--- src/rtl/seq_shift_add_multiplier.sv ---
// seq_shift_add_multiplier
//   Multi-cycle shift-add multiplier. It retires one multiplier bit per clock
//   through a WIDTH+1-bit ripple adder built from full-adder cells. Signed
//   operands are reduced to magnitudes on capture, and the sign is applied
//   once the magnitude product is complete.
//
// Ports
//   clk        rising-edge clock
//   rst        synchronous, active-high reset (aborts any operation)
//   start      request; honoured only in IDLE or DONE
//   a          multiplicand, captured on an accepted start
//   b          multiplier, captured on an accepted start
//   is_signed  1 = two's-complement operands, captured on an accepted start
//   busy       high while the product is being accumulated
//   done       one-cycle pulse when product is updated
//   product    2*WIDTH-bit result, held until the next completion
module seq_shift_add_multiplier #(
  parameter int WIDTH = 8
) (
  input  logic               clk,
  input  logic               rst,
  input  logic               start,
  input  logic [WIDTH-1:0]   a,
  input  logic [WIDTH-1:0]   b,
  input  logic               is_signed,
  output logic               busy,
  output logic               done,
  output logic [2*WIDTH-1:0] product
);

  localparam int PW = 2 * WIDTH;
  localparam int CW = $clog2(WIDTH);
  localparam logic [CW-1:0] LAST = CW'(WIDTH - 1);

  typedef enum logic [1:0] {
    IDLE = 2'd0,
    CALC = 2'd1,
    DONE = 2'd2
  } state_t;

  state_t          state;
  state_t          state_d;
  logic            accept;
  logic [WIDTH-1:0] mcand;
  logic [PW-1:0]    acc;
  logic [PW-1:0]    acc_next;
  logic [WIDTH:0]   partial;
  logic [CW-1:0]    cnt;
  logic             neg;
  logic [PW-1:0]    product_q;

  // One bit-level full-adder cell: returns {carry, sum}.
  function automatic logic [1:0] full_add(input logic x, input logic y, input logic ci);
    return {(x & y) | (ci & (x ^ y)), x ^ y ^ ci};
  endfunction

  // WIDTH-bit ripple chain of full-adder cells; the final carry is the MSB.
  function automatic logic [WIDTH:0] ripple_add(input logic [WIDTH-1:0] x,
                                                input logic [WIDTH-1:0] y);
    logic [WIDTH:0] s;
    logic           c;
    logic [1:0]     fa;
    s = '0;
    c = 1'b0;
    for (int i = 0; i < WIDTH; i++) begin
      fa   = full_add(x[i], y[i], c);
      s[i] = fa[0];
      c    = fa[1];
    end
    s[WIDTH] = c;
    return s;
  endfunction

  // Magnitude fits in WIDTH unsigned bits, including -2^(WIDTH-1) -> 2^(WIDTH-1).
  function automatic logic [WIDTH-1:0] magnitude(input logic [WIDTH-1:0] x, input logic sgn);
    return (sgn && x[WIDTH-1]) ? (~x + WIDTH'(1)) : x;
  endfunction

  // Applies the result sign; a zero magnitude stays zero regardless of sign.
  function automatic logic [PW-1:0] apply_sign(input logic [PW-1:0] mag, input logic n);
    return (n && (mag != '0)) ? (~mag + PW'(1)) : mag;
  endfunction

  // Accumulator layout: upper half is the running partial sum, lower half
  // holds the not-yet-consumed multiplier bits, LSB first.
  always_comb begin
    partial  = ripple_add(acc[PW-1:WIDTH], acc[0] ? mcand : '0);
    acc_next = {partial, acc[WIDTH-1:1]};
  end

  always_comb begin
    state_d = state;
    accept  = 1'b0;
    case (state)
      IDLE: begin
        if (start) begin
          accept  = 1'b1;
          state_d = CALC;
        end
      end
      CALC: begin
        if (cnt == LAST) state_d = DONE;
      end
      DONE: begin
        accept  = start;
        state_d = start ? CALC : IDLE;
      end
      default: state_d = IDLE;
    endcase
  end

  always_ff @(posedge clk) begin
    if (rst) begin
      state     <= IDLE;
      mcand     <= '0;
      acc       <= '0;
      cnt       <= '0;
      neg       <= 1'b0;
      product_q <= '0;
    end else begin
      state <= state_d;
      if (accept) begin
        mcand <= magnitude(a, is_signed);
        acc   <= {{WIDTH{1'b0}}, magnitude(b, is_signed)};
        cnt   <= '0;
        neg   <= is_signed & (a[WIDTH-1] ^ b[WIDTH-1]);
      end else if (state == CALC) begin
        acc <= acc_next;
        cnt <= cnt + CW'(1);
        // The last step lands directly in the output register, so product
        // never exposes a partially accumulated value.
        if (cnt == LAST) product_q <= apply_sign(acc_next, neg);
      end
    end
  end

  assign busy    = (state == CALC);
  assign done    = (state == DONE);
  assign product = product_q;

endmodule

--- config.mk ---
export PLATFORM = sky130hd
export DESIGN_NAME = seq_shift_add_multiplier
export DESIGN_NICKNAME = d
export VERILOG_FILES = /design/src/rtl/seq_shift_add_multiplier.sv
export SDC_FILE = /design/constraint.sdc
export NUM_CORES = 1
export LEC_CHECK = 0
export BUFFER_PORTS_ARGS = -buffer_cell sky130_fd_sc_hd__buf_4
export CAP_MARGIN = 20
export CELL_PAD_IN_SITES_DETAIL_PLACEMENT = 1
export CELL_PAD_IN_SITES_GLOBAL_PLACEMENT = 2
export CORE_ASPECT_RATIO = 1.75
export CORE_MARGIN = 2
export CORE_UTILIZATION = 36
export DETAILED_ROUTE_END_ITERATION = 10
export GPL_TIMING_DRIVEN = 0
export HOLD_SLACK_MARGIN = 0.06
export PLACE_DENSITY_LB_ADDON = 0.2
export SKIP_CTS_REPAIR_TIMING = 1
export SLEW_MARGIN = 20
export SYNTH_ARGS = -nofsm -noshare
export SYNTH_HDL_FRONTEND = slang
export SYNTH_SLANG_ARGS = --single-unit
--- constraint.sdc ---
create_clock -name clk -period 11.6 [get_ports clk]
set_clock_uncertainty 0.15 [all_clocks]
set_input_delay 2.9 -clock clk [delete_from_list [all_inputs] [get_ports clk]]
set_output_delay 2.9 -clock clk [all_outputs]
set_load 0.02 [all_outputs]
== Yosys cells after proc, flatten, opt, wreduce, memory -nomap -nowiden ==
Cells that the tools add are included.
Storage, ports and cells
  register bits after elaboration: 46
  bits of input ports: 20
  output and inout port bits: 18
  word-level logic and storage cells: 80
Operators by class
  add/subtract/negate cells: 4
  eq/ne operators: 5
  multiplexer cells: 12
  bitwise logic cells: 43
  reduce and logical (&&, ||, !) cells: 9
Operator list (count)
  two-way mux 8 bit: 5
  adder 16 x 1 -> 16 bit, second input constant: 1
  adder 8 x 1 -> 8 bit, second input constant: 2
  bitwise AND 1 bit: 16
  two-way mux 16 bit: 1
  inverter 16 bit: 1
  inverter 8 bit: 2
  nonzero test 16 bit: 1
  XOR 1 bit: 16
  OR 1 bit: 7
  one-hot mux 2 bit (3 select lines): 1
  two-way mux 2 bit: 2
  adder 3 x 1 -> 3 bit, second input constant: 1
  == test 3 bit, second input constant: 1
  logical AND 1 bit: 3
  AND reduction 3 bit: 1
  == test 2 x 1 -> 1 bit, second input constant: 1
  == test 2 bit, second input constant: 1
  zero test 2 bit: 1
  two-way mux 1 bit: 2
  inequality test 2 x 1 -> 1 bit, second input constant: 1
  inequality test 2 bit, second input constant: 1
  one-hot mux 1 bit (2 select lines): 1
  AND reduction 2 bit: 1
  3 further kinds: 3

== Logic depth before layout (Yosys ltp) ==
  depth after elaboration: 19
  mapped depth: 16
  gate-level depth less buffers: 14

== Worst setup path after synthesis ==
Ideal clock, no wire load.
  path type: reg2reg
  start: register acc[0]
  end: register product_q[11] (netlist: product[11])
  library setup time: 0.123 ns
  data arrival time: 4.400 ns
  data required time: 11.327 ns
  slack: 6.927 ns
  stages on the path, launching flop included: 17
  path buffers: 2
  clock period less this slack: 4.673 ns
  path through: dfxtp_1 -> clkbuf_1 -> and2_1 -> ha_1 -> inv_1 -> fa_1 -> fa_1 -> fa_1 -> fa_1 -> fa_1 -> fa_1 -> fa_1 -> nand3_1 -> nor4_4 -> buf_6 -> a2111oi_0 -> nand3b_1
On the way
  cells in the longest elaborated chain, start to end: 19
  elaborated cells on any way between the ends: 43
  classes of those cells: 1 x add/sub; 2 x mux; 38 x bitwise; 2 x reduce/logical
RTL lines
  from (decl): RTL line 45  | logic [PW-1:0] acc;
  from (signal assigned): RTL line 124  | acc <= {{WIDTH{1'b0}}, magnitude(b, is_signed)};
  from (signal assigned): RTL line 128  | acc <= acc_next;
  two-way mux 8 bit (*): RTL line 87  | partial = ripple_add(acc[PW-1:WIDTH], acc[0] ? mcand : '0);
  bitwise AND 1 bit or XOR 1 bit (tied branches): RTL line 54  | return {(x & y) | (ci & (x ^ y)), x ^ y ^ ci};
  bitwise AND 1 bit: RTL line 54
  OR 1 bit: RTL line 54
  bitwise AND 1 bit: RTL line 54
  OR 1 bit: RTL line 54
  bitwise AND 1 bit: RTL line 54
  OR 1 bit: RTL line 54
  [3 not listed]
  OR 1 bit: RTL line 54
  bitwise AND 1 bit: RTL line 54
  OR 1 bit: RTL line 54
  bitwise AND 1 bit: RTL line 54
  OR 1 bit: RTL line 54
  nonzero test 16 bit: RTL line 81  | return (n && (mag != '0)) ? (~mag + PW'(1)) : mag;
  logical AND 1 bit: RTL line 81
  two-way mux 16 bit (*): RTL line 81
  to (signal assigned): RTL line 132  | if (cnt == LAST) product_q <= apply_sign(acc_next, neg);
  to (decl): RTL line 50  | logic [PW-1:0] product_q;
Mark *: on every way between the ends. The rest lies on a longest branch, timed or not.
A chain may end at the register's enable or synchronous reset.

== Worst setup path after layout ==
  start: register acc[0]
  end: register product_q[15] (netlist: product[15])
On the way
  cells in the longest elaborated chain, start to end: 19
  elaborated cells on any way between the ends: 43
  classes of those cells: 1 x add/sub; 2 x mux; 38 x bitwise; 2 x reduce/logical
RTL lines (RTL line)
  two-way mux 8 bit (*): 87
  bitwise AND 1 bit or XOR 1 bit (tied branches): 54
  bitwise AND 1 bit: 54
  OR 1 bit: 54
  bitwise AND 1 bit: 54
  OR 1 bit: 54
  bitwise AND 1 bit: 54
  OR 1 bit: 54
  [3 not listed]
  OR 1 bit: 54
  bitwise AND 1 bit: 54
  OR 1 bit: 54
  bitwise AND 1 bit: 54
  OR 1 bit: 54
  inverter 16 bit or nonzero test 16 bit (tied branches): 81
  adder 16 x 1 -> 16 bit or logical AND 1 bit (tied branches): 81
  two-way mux 16 bit (*): 81
Marked as above.

==> results.json <==
{
  "status": "complete, no violations",
  "clk_latency_ns": 0.30,
  "grt_overflow": 0,
  "synth_area_um2": 2670,
  "cts-htree-levels": 2,
  "path_cells": "clkbuf_1 -> and2_1 -> ha_1 -> inv_1 -> fa_1 -> fa_1 -> fa_1 -> fa_1 -> fa_1 -> fa_1 -> fa_1 -> nand3_1 -> nor4_4 -> buf_6 -> a2111oi_0 -> nand3b_1",
  "die_h_um": 118,
  "final_cells": 459,
  "drtPass1Iterations": 4,
  "diodes": 0,
  "final_nets": 405,
  "netlist_instances": 329,
  "start_util": 0.372,
  "num_vias": 2551,
  "finalMaxSlewViolations": 0,
  "fin_crit_ns": 5.18,
  "fillers": 884,
  "slowest_stage": "fa_1",
  "synth-main-ff-cell": "dfxtp_1",
  "max_slew_margin": 0.534,
  "yosysTopAreaCell": "dfxtp_1",
  "drv_cap": 0,
  "critPathMaxStageDelay_ns": 0.60,
  "crit_top_cell": "fa_1",
  "leakage_uw": 0.00119,
  "synthTopCellsByArea": "dfxtp_1 34%, nand2_1 5.8%, fa_1 5.2%, a211oi_1 4.8%, nor2_1 3.9%",
  "tightest_slew_ns": 0.693,
  "avgSynthCellArea_um2": 8.12,
  "hold_violations": 0,
  "grt_max_degree": 14,
  "synth_edf_count": 0,
  "rsz0062_at_grt": "false",
  "ant_nets": 0,
  "clock_sinks": 46,
  "clockBufferDepth": 2,
  "io_pins": 38,
  "drt_iter0_markers": 155,
  "fin_crit_sh": 0.446,
  "hpwl_um": 6080,
  "fin_util": 0.445,
  "avgViaCountPerCell": 5.56,
  "wl_met3_um": 194,
  "tns_ns": 0,
  "yosys_register_bits": 46,
  "seq_area_frac_synth": 0.345,
  "fmax_ghz": 0.193,
  "highest_layer": "met4",
  "power_density_nw_per_um2": 126,
  "wl_per_cell_um": 17.0,
  "antenna_found_initial": 0,
  "drcViolationCount": 0,
  "hold_class": "reg2reg",
  "route.met2.wl_um": 4430,
  "setup.worst_path.start_class": "register",
  "grt_pass1_vias": 2584,
  "cts_tree": "done",
  "layout-drive-gt1-share": 0.147,
  "synth_common_cells": "46 x dfxtp_1, 41 x nand2_1, 28 x nor2_1",
  "yosysWarnings": 0,
  "grt_pass1_wl_um": 12900,
  "die_area_um2": 8150,
  "cts-root-buf": "clkbuf_16",
  "drt-met1-wl_um": 3030,
  "crit_arrival_ns": 5.21,
  "endpoint_kind": "register",
  "dp_cells": 451,
  "core_area_um2": 7180,
  "yosys.cell_count.top_type": "dfxtp_1",
  "worstPathRequired_ns": 11.64,
  "row_count": 41,
  "cts_buffers": 5,
  "path_max_fanout": 10,
  "io_buffers": 36,
  "fin_total_pwr_uw": 402,
  "yosysUniqueCellTypes": 46,
  "cts.clk_slew.worst_paths_ns": 0.07,
  "place.gp.congestion": 0.819,
  "setup_viol": 0,
  "peakVddDrop_uv": 70.3,
  "wl_um": 7790,
  "async_flop_share": 0,
  "gr-usage-all-layers": 0.197,
  "yosys.area.top_type_share": 0.345,
  "die_x_um": 69.1,
  "path_class": "reg2reg",
  "synth_nets": 362,
  "area_growth_pct": 19.7
}
[through the flow]
step,area [µm²],setup WS [ns],hold WS (ns)
global placement,3050,6.48,0.295
floorplan,2670,6.93,0.282
finish,3200,6.42,0.302
detailed placement,3050,6.37,0.297
CTS,3200,6.37,0.306
global route,3200,6.13,0.332
[cells by family (layout without fill, tap and decap cells)]
group,count (synthesis),after routing,share of synthesized area
DFF,46,46,0.345
adders and majority gates,13,13,0.0806
buffers and inverters,39,83,0.0675
AOI/OAI and AO/OA,87,87,0.218
xor gates and xnor gates,13,13,0.0426
and+or+nand+nor,131,131,0.246
[flip-flops by register name, indices dropped and copies added, names as in the netlist]
register,flops
neg,1
cnt,3
product,16
acc,16
state,2
mcand,8
[worst paths after layout]
kind | slack, ns | endpoint | cells after the start | startpoint
max | 6.42 | product[15] | 16 | acc[0]
min | 0.30 | mcand[0] | 2 | mcand[0]
max reg2reg | 6.42 | product[15] | 16 | acc[0]
min reg2reg | 0.30 | mcand[0] | 2 | mcand[0]
[critical path, delay by kind of cell, from the launching register on]
kind,cells,cell delay [ns]
AOI/OAI and AO/OA,1,0.07
and+or+nand+nor,4,0.88
buffers and inverters,3,0.53
adders and majority gates,8,3.13
DFF,1,0.31
[power breakdown]
| group | leakage, µW | switching [µW] | internal (µW) |
|---|---|---|---|
| clock | 0.0000739 | 63.7 | 85.6 |
| sequential | 0.000375 | 6.94 | 165 |
| combinational | 0.000738 | 50.3 | 30.2 |
| total | 0.00119 | 121 | 281 |
[layout make-up]
cell class	instances	area (µm²)	share of cell area
inverters	17	63.8	0.0200
clock buffers	7	143	0.0446
well taps	86	108	0.0337
plain buffers	22	116	0.0364
repair buffers	36	270	0.0846
flip-flops and latches	46	921	0.288
multi-input cells	244	1570	0.491
clock inverters	1	5.00	0.00157
[placed cells by master, fill, tap and decap left out, types with 5 or more instances in the layout]
| master | netlist | final |
|---|---|---|
| nand2_1 | 41 | 41 |
| o21ai_0 | 19 | 19 |
| nor3_1 | 10 | 10 |
| fa_1 | 7 | 7 |
| nand3_1 | 15 | 15 |
| a311oi_1 | 7 | 7 |
| clkbuf_16 | 0 | 5 |
| inv_1 | 17 | 17 |
| ha_1 | 6 | 6 |
| dfxtp_1 | 46 | 46 |
| a211oi_1 | 17 | 17 |
| a31oi_1 | 10 | 10 |
| clkbuf_1 | 14 | 15 |
| or3_2 | 5 | 5 |
| buf_4 | 0 | 36 |
| nor2_1 | 28 | 28 |
| a21oi_1 | 12 | 12 |
| xnor2_1 | 9 | 9 |
| and3_1 | 8 | 8 |
[layer usage]
| metal | vias to the layer above | track usage |
|---|---|---|
| met5 | - | 0 |
| met4 | 0 | 0.0674 |
| met3 | 8 | 0.0291 |
| met2 | 45 | 0.382 |
| met1 | 1226 | 0.211 |
| li1 | 1272 | - |
Power figures use the tool's default switching activity.
